File: src/rtl/adder_accumulator_ctrl.sv
// adder_accumulator_ctrl: sequencing stage around an external combinational adder.
// Holds the accumulator and launches acc + operand (+cin) into the attached adder.
// It then waits a fixed number of clocks for the adder to settle before it
// captures sum and carry-out. Clear operations load the accumulator directly.
module adder_accumulator_ctrl #(
  parameter int unsigned             WIDTH    = 16,
  parameter int unsigned             SETTLE   = 3,
  parameter logic [WIDTH-1:0]        ACC_INIT = '0
) (
  input  logic             clk,
  input  logic             reset,
  input  logic             in_valid,
  output logic             in_ready,
  input  logic [WIDTH-1:0] in_data,
  input  logic             in_cin,
  input  logic             in_clear,
  output logic [WIDTH-1:0] adder_a,
  output logic [WIDTH-1:0] adder_b,
  output logic             adder_cin,
  input  logic [WIDTH-1:0] adder_sum,
  input  logic             adder_cout,
  output logic [WIDTH-1:0] acc_out,
  output logic             cout_out,
  output logic             ovf_sticky,
  output logic             out_valid
);

  localparam logic [0:0] ST_IDLE = 1'b0;
  localparam logic [0:0] ST_WAIT = 1'b1;

  // The counter is loaded with SETTLE-1 so the capture lands SETTLE edges after launch.
  localparam logic [7:0] SETTLE_LOAD = 8'(SETTLE - 1);

  logic [0:0]       state_q,     state_d;
  logic [7:0]       cnt_q,       cnt_d;
  logic [WIDTH-1:0] acc_q,       acc_d;
  logic [WIDTH-1:0] adder_a_q,   adder_a_d;
  logic [WIDTH-1:0] adder_b_q,   adder_b_d;
  logic             adder_cin_q, adder_cin_d;
  logic             cout_q,      cout_d;
  logic             ovf_q,       ovf_d;
  logic             out_valid_q, out_valid_d;

  // Next-state logic: accept in IDLE, count down and capture in WAIT.
  always_comb begin
    state_d     = state_q;
    cnt_d       = cnt_q;
    acc_d       = acc_q;
    adder_a_d   = adder_a_q;
    adder_b_d   = adder_b_q;
    adder_cin_d = adder_cin_q;
    cout_d      = cout_q;
    ovf_d       = ovf_q;
    out_valid_d = 1'b0;
    case (state_q)
      ST_IDLE: begin
        if (in_valid) begin
          if (in_clear) begin
            acc_d       = in_data;
            adder_a_d   = in_data;
            cout_d      = 1'b0;
            ovf_d       = 1'b0;
            out_valid_d = 1'b1;
          end else begin
            adder_a_d   = acc_q;
            adder_b_d   = in_data;
            adder_cin_d = in_cin;
            cnt_d       = SETTLE_LOAD;
            state_d     = ST_WAIT;
          end
        end else begin
          out_valid_d = 1'b0;
        end
      end
      ST_WAIT: begin
        if (cnt_q != 8'd0) begin
          cnt_d = cnt_q - 8'd1;
        end else begin
          acc_d       = adder_sum;
          adder_a_d   = adder_sum;
          cout_d      = adder_cout;
          ovf_d       = ovf_q | adder_cout;
          out_valid_d = 1'b1;
          state_d     = ST_IDLE;
        end
      end
      default: begin
        state_d = ST_IDLE;
        cnt_d   = 8'd0;
      end
    endcase
  end

  // State registers. An asynchronous reset aborts any pending WAIT without capturing.
  always_ff @(posedge clk or posedge reset) begin
    if (reset) begin
      state_q     <= ST_IDLE;
      cnt_q       <= 8'd0;
      acc_q       <= ACC_INIT;
      adder_a_q   <= ACC_INIT;
      adder_b_q   <= '0;
      adder_cin_q <= 1'b0;
      cout_q      <= 1'b0;
      ovf_q       <= 1'b0;
      out_valid_q <= 1'b0;
    end else begin
      state_q     <= state_d;
      cnt_q       <= cnt_d;
      acc_q       <= acc_d;
      adder_a_q   <= adder_a_d;
      adder_b_q   <= adder_b_d;
      adder_cin_q <= adder_cin_d;
      cout_q      <= cout_d;
      ovf_q       <= ovf_d;
      out_valid_q <= out_valid_d;
    end
  end

  assign in_ready   = (state_q == ST_IDLE);
  assign adder_a    = adder_a_q;
  assign adder_b    = adder_b_q;
  assign adder_cin  = adder_cin_q;
  assign acc_out    = acc_q;
  assign cout_out   = cout_q;
  assign ovf_sticky = ovf_q;
  assign out_valid  = out_valid_q;

endmodule

File: config.mk
export PLATFORM = sky130hd
export DESIGN_NAME = adder_accumulator_ctrl
export DESIGN_NICKNAME = d
export VERILOG_FILES = /design/src/rtl/adder_accumulator_ctrl.sv
export SDC_FILE = /design/constraint.sdc
export NUM_CORES = 1
export LEC_CHECK = 0
export BUFFER_PORTS_ARGS = -buffer_cell sky130_fd_sc_hd__buf_2
export CORE_MARGIN = 2
export CORE_UTILIZATION = 48
export CTS_CLUSTER_SIZE = 10
export DETAILED_ROUTE_END_ITERATION = 10
export GPL_ROUTABILITY_DRIVEN = 0
export HOLD_SLACK_MARGIN = 0.1
export PLACE_DENSITY = 0.8
export SLEW_MARGIN = 5
export SYNTH_ARGS = -nofsm -noshare
export SYNTH_HDL_FRONTEND = slang
export SYNTH_SLANG_ARGS = --single-unit
export TNS_END_PERCENT = 10
File: constraint.sdc
create_clock -name clk -period 2.74 [get_ports clk]
set_input_delay 0.411 -clock clk [delete_from_list [all_inputs] [get_ports clk]]
set_output_delay 0.411 -clock clk [all_outputs]
set_load 0.01 [all_outputs]
After elaboration in Yosys (flattened, before gate mapping)
Index checks and enable logic that the tools add are counted.
{"block": "totals", "register_bits": 45}
{"block": "op_classes", "n_addsub": 1, "n_eq_ne": 6, "muxes": 22, "bitwise": 3, "n_reduce_logical": 5}
{"op": "$mux W16", "n": 3}
{"op": "$pmux W16 S2", "n": 1}
{"op": "$mux W8", "n": 3}
{"op": "$pmux W8 S2", "n": 1}
{"op": "$reduce_and A3 Y1", "n": 4}
{"op": "$mux W1", "n": 10}
{"op": "$pmux W1 S2", "n": 4}
{"op": "$reduce_bool A8 Y1", "n": 1}
{"op": "$sub A8 B1 Y8 const B", "n": 1}
{"op": "$ne A2 B2 Y1 const B", "n": 3}
{"op": "$ne A2 B1 Y1 const B", "n": 2}
{"op": "$ne A3 B2 Y1 const B", "n": 1}
{"op": "$not A1 Y1", "n": 2}
{"op": "$or A1 B1 Y1", "n": 1}

Logic depth before layout (Yosys ltp)
Gate-level depths: netlist (run 1).
{"block": "depth", "depth_word": 3, "mapped_depth": 6, "ltp_nobuf": 5}

Worst setup path after synthesis (run 1)
Ideal clock, no wire load.
{"block": "synth_timing", "path_type": "register -> register", "from": "register cnt_q[0]", "to": "register adder_a_q[0], in the netlist adder_a[0]", "setup_time_ns": 0.125, "t_arrival_ns": 1.949, "slack_ns": 0.666, "stages_incl_launch_ff": 7, "n_path_buf": 1, "period_less_slack_ns": 2.074, "cell_sequence": "dfrtp_1 > inv_1 > ha_1 > or3b_1 > o31ai_4 > buf_12 > mux2_4"}
{"block": "synth_via", "elab_chain_cells": 3}
{"element": "start: declaration", "line": "35", "rtl": "logic [7:0] cnt_q, cnt_d;"}
{"element": "start signal: assignment", "line": "108", "rtl": "cnt_q <= cnt_d;"}
{"element": "$reduce_bool A8 Y1", "line": "76", "rtl": "if (cnt_q != 8'd0) begin"}
{"element": "$ne A2 B2 Y1 (no line)"}
{"element": "$reduce_and A3 Y1 (no line)"}
{"element": "end signal: assignment", "line": "110", "rtl": "adder_a_q <= adder_a_d;"}
{"element": "end: declaration", "line": "37", "rtl": "logic [WIDTH-1:0] adder_a_q, adder_a_d;"}
No other way between the ends.
A chain may end at the register's enable or synchronous reset.

Final worst setup path (run 1)
{"block": "layout_timing", "from": "register cnt_q[0]", "to": "register adder_a_q[8], in the netlist adder_a[8]"}
The elaborated chain is that of the path after synthesis.

==> results.tsv, run 1 <==
metric	value	unit
status	finished clean	
total power	3.154	mW
synthesis-to-finish area growth	22.52	%
Setup crit start kind	flop	
Final #Nets	319	
port bufs	90	
max-cap violations	0	
Routed Antenna Nets	0	
Antenna diodes	0	
Least-Margin Pin Slew	0.9174	ns
Synth Area in Simple Gates	15.35	%
CTS Buffer Depth	2	
initial antenna violation count	0	
dpl ws	0.6610	ns
nature of the critical path endpoint	flop	
post-CTS sizing	0	
Flop pwr share	38.9	%
worst setup path category	flop to flop	
Initial DRC Count	42	
leak pwr	1.458	nW
clock period minus final worst setup slack	2.148	ns
Hold Fails Final Rpt	0	
Setup TNS	0	ns
worst skew pair latency	0.30	ns
switching portion of total power	36.28	%
crit path max fanout	11	
fin. max-slew vios	0	
grt ovf	0	
Row Count	24	
Starting Density	50.60	%
yosys warns	0	
syn avg cell area	11.11	sq um
post-synthesis mux area share	18.54	%
Worst EP required	2.93	ns
largest net degree at the start of global routing	46	
internal power	2.010	mW
worst min path class	primary input to asynchronous set/reset pin	
H-tree levels	2	
final WL	4820	um
RSZ-0062 raised after global routing	no	
Psw	1.144	mW
xor/xnor share of the synthesized area	0	%
largest family of logic cells by synthesized area	multiplexers	
first-pass GRT wire length	7659	um
Tot GR Track Use	19.11	%
post-CTS setup buffer count	0	
fin crit share	78.39	%
placed insts	324	
Synth Area in Compound Gates	5.266	%
Final setup viols	0	
power density cells	1153	nW/um^2
commonest non-fill, non-tap cell in the layout	buf_2	
share of cells above drive strength 1	50.71	%
# DRC	0	
flops & latches, synth	45	
critical path arrival	2.34	ns
via count	1680	
core area	4414	sq um
IO Pins	91	
Mapped Cells	201	
Synth cell types	32	
vias in the first global route	1632	
CTS buffer count	5	
First-pass DRT Iterations	4	
slew margin rel.	38.75	%
clock-pin slew on the worst setup and hold paths	0.09	ns
Comb power frac	42.5	%
Max Clk Rate	465.6	MHz
Post-Synth Adder-Cell Area	1.120	%
Post-Synthesis Cell Area	2233	sq um
Synth Net Count	241	
Num Clock Sinks	45	
Vert. Die Dim	72.21	um
Setup Skew	0.008378	ns
final cell count without fillers	332	
die area	5214	sq um
Root Buffer	clkbuf_8	
Vias/cell	5.060	
routed len/inst	14.52	um
post-DP HPWL	3376	um
Die Span X	72.21	um
Clock Power Share	18.6	%
commonest cells after routing, fill and taps aside	buf_2 (90), nand2_1 (59), dfrtp_1 (45), mux2_2 (23), mux2_4 (9)	
worst setup margin	0.5920	ns
Max rail drop VDD	666.0	uV
CTS tree	built	
hold buffer count at CTS	0	
register area share after synthesis	50.42	%
-- worst max-delay path, stage by stage (launching register included) --
cell and delay, ns:
dfrtp_1 0.41, inv_1 0.09, ha_1 0.18, or3b_1 0.46, o31ai_4 0.27, buf_4 0.25
mux2_2 0.36
-- sequential cells by signal (all words and copies together) (netlist names) --
signal and flops:
adder_a 16, adder_b 16, adder_cin 1, cnt_q 8, cout_out 1, out_valid 1
ovf_sticky 1, state_q 1
-- power groups by stage --
stage / clock network, mW / registers (mW) / logic, mW
2_1_floorplan: 0 / 1.32 / 0.902
3_5_place_dp: 0 / 1.23 / 1.35
6_report: 0.587 / 1.23 / 1.34
3_3_place_gp: 0 / 1.23 / 1.30
5_1_grt: 0.614 / 1.27 / 1.46
4_1_cts: 0.590 / 1.23 / 1.36
-- path summary, 6_finish.rpt --
kind | end | slack [ns] | cells past startpoint | from
worst max-delay path | adder_a[8]$_DFFE_PP0P_ | 0.59 | 6 | cnt_q[0]$_DFFE_PP0P_
worst min register to register | adder_cin$_DFFE_PP0P_ | 0.47 | 2 | adder_cin$_DFFE_PP0P_
max in group asynchronous | adder_b[8]$_DFFE_PP0P_ | 1.86 | 2 | reset
worst min-delay path | adder_b[3]$_DFFE_PP0P_ | 0.30 | 2 | reset
worst max register to register | adder_a[8]$_DFFE_PP0P_ | 0.59 | 6 | cnt_q[0]$_DFFE_PP0P_
min in group clk | adder_b[3]$_DFFE_PP0P_ | 0.31 | 3 | in_data[3]
-- cells by family (layout without fill, tap and decap cells) --
kind of cell | Yosys count | after routing
AO/OA/AOI/OAI | 15 | 15
adder cells (fa/ha/maj) | 2 | 2
multiplexers | 34 | 34
flip-flops | 45 | 45
buffers and inverters | 29 | 108
AND/OR/NAND/NOR | 76 | 76
-- per-layer routing --
metal,global-route usage [%],up-vias,routed length (um)
met3,5.000,7,228
met5,0,-,0
li1,-,815,-
met4,7.128,0,65
met2,31.80,46,2439
met1,23.97,812,2085
-- synthesized netlist by cell type --
master	instances	share of area, %
buf_4	16	5.4
ha_1	2	1.1
inv_1	5	0.84
a21oi_1	4	0.90
o211ai_1	1	0.34
or2b_1	1	0.34
clkbuf_1	4	0.67
buf_12	1	0.90
nor2_1	2	0.34
or3b_2	1	0.39
nor3_1	1	0.22
o31ai_4	1	0.95
mux2_4	9	6.1
a211o_1	1	0.39
or4_1	1	0.34
o311ai_0	2	0.78
o31ai_1	1	0.34
nand2_1	59	9.9
buf_6	3	1.5
dfrtp_1	45	50
or2_2	1	0.28
mux2_2	23	12
o21ai_0	2	0.45
nor3b_1	2	0.67
mux2i_1	2	0.90
nand3b_1	2	0.67
or3b_1	1	0.39
a21o_1	1	0.34
o41ai_1	2	0.78
or4_2	2	0.78
or3_1	2	0.56
or4b_1	1	0.45
-- metrics by stage --
| stage | area (sq um) | hold slack [ns] | util (%) |
|---|---|---|---|
| global placement | 2603 | 0.4528 | 58.96 |
| global route | 2736 | 0.3067 | 61.99 |
| finish | 2736 | 0.2978 | 61.99 |
| detailed placement | 2603 | 0.4568 | 58.96 |
| floorplan | 2233 | 0.4592 | - |
| CTS | 2736 | 0.3092 | 61.99 |
-- cell type report --
cell class              instances  area, sq um
well taps                      52        65.06
clock inverters                 3        65.06
flip-flops and latches         45         1126
inverters                       5        18.77
repair buffers                 95        488.0
multi-input cells             127        904.6
fillers                       373         1678
clock buffers                   5        68.82
Note: power is estimated with default switching activity, not from simulation.
==> inputs of run 2 (changes only) <==
==> constraint.sdc (replaced) <==
create_clock -name clk -period 2.1 [get_ports clk]
set_input_delay 0.315 -clock clk [delete_from_list [all_inputs] [get_ports clk]]
set_output_delay 0.315 -clock clk [all_outputs]
set_load 0.01 [all_outputs]
==> run 2 against run 1 <==
Against the previous run: worst setup slack worse by 0.53 ns; clock power rose by 29%; register-to-register slack got worse by 0.53 ns; power up 31%; sequential power increased by 28%; cell area increased by 1.5%; critical path depth unchanged; largest cell class unchanged.
==> results.tsv, run 2 (synthesis gave the netlist of run 1 again) <==
metric	value	unit
Vert. Die Dim	72.21	um
first-pass GRT wire length	7638	um
Vias/cell	5.050	
FF-to-FF End	adder_a[3]$_DFFE_PP0P_	
vias in the first global route	1660	
largest net degree at the start of global routing	31	
Initial DRC Count	83	
clock period minus final worst setup slack	2.042	ns
dpl ws	0.08686	ns
worst setup path category	flop to flop	
First-pass DRT Iterations	4	
Setup crit start kind	flop	
hold depth	3	
design area	2776	sq um
area taken by flip-flops and latches	1126	sq um
grt ovf	0	
power density cells	1486	nW/um^2
Max Clk Rate	489.8	MHz
Hold EP	adder_cin$_DFFE_PP0P_	
crit path max fanout	9	
Setup Skew	0.003854	ns
Hold Fails Final Rpt	0	
CTS Buffer Depth	2	
clock-pin slew on the worst setup and hold paths	0.08	ns
RSZ-0062 raised after global routing	yes	
Worst EP required	2.29	ns
slew margin rel.	68.21	%
via count	1702	
Final #Nets	324	
Num Clock Sinks	45	
Routed Antenna Nets	0	
worst skew pair latency	0.30	ns
Worst path slowest cell	dfrtp_1	
post-CTS setup buffer count	0	
Tot GR Track Use	18.86	%
total power	4.124	mW
worst path cell trace	inv_1, ha_1, or3b_1, o31ai_4, buf_4, mux2_4	
max-cap violations	0	
placed cell area	2633	sq um
worst min path class	primary input to flop	
flop-to-flop setup slack	0.06	ns
Setup TNS	0	ns
status	finished clean	
Max rail drop VDD	767.2	uV
hold_sp	in_cin	
Multi-input gate area	904.6	sq um
Starting Density	50.60	%
die area	5214	sq um
Final setup viols	0	
CTS tree	built	
initial antenna violation count	0	
worst setup margin	0.05824	ns
CTS buffer count	5	
commonest cells after routing, fill and taps aside	buf_2 (90), nand2_1 (59), dfrtp_1 (45), mux2_2 (23)	
fin crit share	97.23	%
CP max stage delay	0.41	ns
fillcell total	361	
Antenna diodes	0	
post-DP HPWL	3405	um
critical path arrival	2.23	ns
synthesis-to-finish area growth	24.31	%
# DRC	0	
final WL	4633	um
worst r2r path cells	6	
H-tree levels	2	
Least-Margin Pin Slew	0.4768	ns
IO Pins	91	
commonest non-fill, non-tap cell in the layout	buf_2	
fin. max-slew vios	0	
share of cells above drive strength 1	51.23	%
crit path from	cnt_q[0]$_DFFE_PP0P_	
Crit Reg-Reg Startpoint	cnt_q[0]$_DFFE_PP0P_	
Die Span X	72.21	um
port bufs	90	
leak pwr	1.481	nW
nature of the critical path endpoint	flop	
core area	4414	sq um
Row Count	24	
routed len/inst	13.75	um
Root Buffer	clkbuf_8	
==> run 2: cell types whose count changed in the layout (fill, tap and decap cells not counted) <==
cell	previous run	this run
dlygate4sd3_1	0	1
buf_4	5	9
==> run 2: stage by stage <==
stage / hold WS, ns / util (%) / std cells
2_1_floorplan: 0.4204 / - / 201
4_1_cts: 0.2141 / 62.90 / 337
6_report: 0.2149 / 62.90 / 337
3_5_place_dp: 0.2945 / 59.64 / 328
5_1_grt: 0.2083 / 62.90 / 337
3_3_place_gp: 0.2890 / 59.64 / 328
==> run 2: metal layers <==
metal	global-route usage (%)	routed length, um	up-vias
li1	-	-	828
met1	23.36	1983	814
met2	32.82	2372	53
met3	3.194	200	7
met4	7.338	77	0
met5	0	0	-
==> run 2: cell type report <==
cell class              instances  area share [%]
inverters                       5          0.6760
multi-input cells             127           32.58
repair buffers                100           19.02
clock inverters                 3           2.343
flip-flops and latches         45           40.56
clock buffers                   5           2.479
well taps                      52           2.343
==> run 2: repair_timing <==
action                                  CTS  global route
endpoints found under the hold margin    15             0
gates resized for setup                   0             0
endpoints found under the setup margin    0            14
hold buffers                              1             0
==> run 2: how the worst max path moves through the flow <==
stage                                    to  cells past startpoint
floorplan            adder_a[0]$_DFFE_PP0P_                      6
global placement     adder_a[0]$_DFFE_PP0P_                      6
detailed placement   adder_a[1]$_DFFE_PP0P_                      6
CTS                  adder_a[3]$_DFFE_PP0P_                      6
global route        adder_a[14]$_DFFE_PP0P_                      6
finish               adder_a[3]$_DFFE_PP0P_                      6
==> run 2: worst max-delay path, delay by kind of cell, from the launching register on <==
| kind | cells | cell delay (ns) |
|---|---|---|
| flops | 1 | 0.41 |
| simple gates | 1 | 0.41 |
| buf+inv | 2 | 0.36 |
| mux | 1 | 0.32 |
| compound gates | 1 | 0.26 |
| fa+ha+maj | 1 | 0.17 |
==> run 2: where the power goes <==
group / internal (mW) / switching, mW / leakage [nW]
Clock: 0.472 / 0.285 / 0.0681
Sequential: 1.29 / 0.298 / 0.554
Combinational: 0.891 / 0.892 / 0.859
Total: 2.65 / 1.47 / 1.48
==> inputs of run 3 (changes only) <==
==> constraint.sdc (replaced) <==
create_clock -name clk -period 1.9 [get_ports clk]
set_input_delay 0.285 -clock clk [delete_from_list [all_inputs] [get_ports clk]]
set_output_delay 0.285 -clock clk [all_outputs]
set_load 0.01 [all_outputs]
==> run 3 against run 2 <==
Against the previous run: the flow now finishes with violations (setup timing); register-to-register slack got worse by 0.09 ns; cell count rose by 2.7%; flip-flop and latch count did not move; clock power rose by 10%; critical path depth did not move; global-route usage rose by 0.77 points; first-iteration DRC count rose by 63%; combinational power rose by 25%; cell area rose by 3.7%; hold slack got worse by 0.026 ns.
==> results.tsv, run 3 (synthesis gave the netlist of run 1 again) <==
metric	value	unit
status	finished with violations	
failing checks	setup timing	
commonest non-fill, non-tap cell in the layout	buf_2	
RSZ-0062 raised after global routing	yes	
Hold Fails Final Rpt	0	
Num Clock Sinks	45	
worst setup margin	-0.03339	ns
Vias/cell	5.139	
Crit Reg-Reg Startpoint	cnt_q[1]$_DFFE_PP0P_	
Setup Skew	0.004661	ns
Vert. Die Dim	72.21	um
clock-pin slew on the worst setup and hold paths	0.08	ns
H-tree levels	2	
placed cell area	2688	sq um
hold_sp	in_cin	
clock period minus final worst setup slack	1.933	ns
Flop pwr share	36.3	%
Antenna diodes	0	
fin crit share	101.8	%
nature of the critical path endpoint	flop	
Clock Power Share	17.4	%
Hold EP	adder_cin$_DFFE_PP0P_	
final cell count without fillers	346	
vias in the first global route	1648	
die area	5214	sq um
worst setup path category	flop to flop	
initial antenna violation count	0	
crit path max fanout	8	
CTS buffer count	5	
# DRC	0	
power density cells	1667	nW/um^2
Max Clk Rate	517.2	MHz
CTS Buffer Depth	2	
IO Pins	91	
Die Span X	72.21	um
Tot GR Track Use	19.62	%
Initial DRC Count	135	
final WL	5065	um
Row Count	24	
Root Buffer	clkbuf_8	
Setup TNS	-0.2677	ns
First-pass DRT Iterations	4	
Max rail drop VDD	869.8	uV
internal power	3.079	mW
flop-to-flop setup slack	-0.03	ns
Least-Margin Pin Slew	0.5499	ns
commonest cells after routing, fill and taps aside	buf_2 (90), nand2_1 (59), dfrtp_1 (45), mux2_2 (21), buf_4 (16)	
fin. max-slew vios	0	
leak pwr	1.533	nW
port bufs	90	
Starting Density	50.60	%
Comb power frac	46.3	%
Psw	1.723	mW
Worst EP required	2.08	ns
CTS tree	built	
slew margin rel.	63.26	%
fillcell total	334	
Routed Antenna Nets	0	
share of cells above drive strength 1	54.42	%
Setup crit start kind	flop	
largest net degree at the start of global routing	20	
routed len/inst	14.64	um
worst min path class	primary input to flop	
placed insts	335	
FF-to-FF End	adder_a[9]$_DFFE_PP0P_	
post-DP HPWL	3652	um
max-cap violations	0	
worst skew pair latency	0.29	ns
Final #Nets	333	
Final setup viols	14	
via count	1778	
first-pass GRT wire length	7831	um
core area	4414	sq um
switching portion of total power	35.88	%
final core utilization	65.25	%
hold depth	3	
design area	2880	sq um
worst r2r path cells	6	
synthesis-to-finish area growth	28.96	%
grt ovf	0	
critical path arrival	2.11	ns
## run 3: cell count changes in the layout (fill, tap and decap cells not counted), sizes merged
cell,before,now
buf,99,108
## run 3: what timing repair did
action / 4_1_cts / 5_1_grt
hold endpoints to repair: 13 / 0
setup endpoints to repair: 15 / 18
pin swaps: 0 / 2
hold buffers: 1 / 0
buffers inserted: 0 / 2
resized for setup: 2 / 8
## run 3: how the worst max path moves through the flow
stage / start / endpoint / slack [ns] / cells past startpoint
2_1_floorplan: cnt_q[0]$_DFFE_PP0P_ / adder_a[0]$_DFFE_PP0P_ / -0.1 / 6
3_5_place_dp: cnt_q[0]$_DFFE_PP0P_ / adder_a[5]$_DFFE_PP0P_ / -0.03 / 6
3_3_place_gp: cnt_q[0]$_DFFE_PP0P_ / adder_a[5]$_DFFE_PP0P_ / 0.01 / 6
5_1_grt: cnt_q[1]$_DFFE_PP0P_ / adder_a[9]$_DFFE_PP0P_ / -0.09 / 6
6_report: cnt_q[1]$_DFFE_PP0P_ / adder_a[9]$_DFFE_PP0P_ / -0.03 / 6
4_1_cts: cnt_q[0]$_DFFE_PP0P_ / adder_a[11]$_DFFE_PP0P_ / -0.04 / 6
## run 3: power by group through the flow
stage / clock network (mW) / logic [mW] / registers, mW
final: 0.836 / 2.22 / 1.74
after CTS: 0.850 / 2.14 / 1.74
after global placement: 0 / 2.06 / 1.73
after floorplan: 0 / 1.31 / 1.91
after global routing: 0.892 / 2.40 / 1.80
after detailed placement: 0 / 2.12 / 1.74
## run 3: layer usage
layer	GRT usage, %	part of all wire (%)	routed length [um]	vias to the layer above
met2	33.23	51	2604	69
met3	4.444	6.0	305	9
met5	0	0	0	-
met4	6.289	1.5	78	0
met1	24.98	41	2077	858
li1	-	-	-	842
## run 3: per-stage QoR
step           hold slack [ns]  total power [mW]  setup slack [ns]
3_5_place_dp            0.2497             3.863          -0.02627
3_3_place_gp            0.2422             3.787           0.01173
2_1_floorplan           0.3904             3.215          -0.09685
5_1_grt                 0.1802             5.099          -0.09254
6_report                0.1889             4.802          -0.03339
4_1_cts                 0.1819             4.732          -0.03971
## run 3: layout make-up
| type | count | area (sq um) | share of cell area [%] |
|---|---|---|---|
| clock inverters | 3 | 65.06 | 2.259 |
| multi-input cells | 127 | 933.4 | 32.41 |
| clock buffers | 5 | 68.82 | 2.389 |
| repair buffers | 109 | 603.1 | 20.94 |
| well taps | 52 | 65.06 | 2.259 |
| flip-flops and latches | 45 | 1126 | 39.10 |
| inverters | 5 | 18.77 | 0.6516 |
## run 3: worst max-delay path, stage by stage, from the launching register on
cell and delay, ns:
dfrtp_1 0.40, inv_2 0.09, ha_4 0.13, or3b_4 0.40
o31ai_4 0.27, buf_6 0.19, mux2_2 0.34
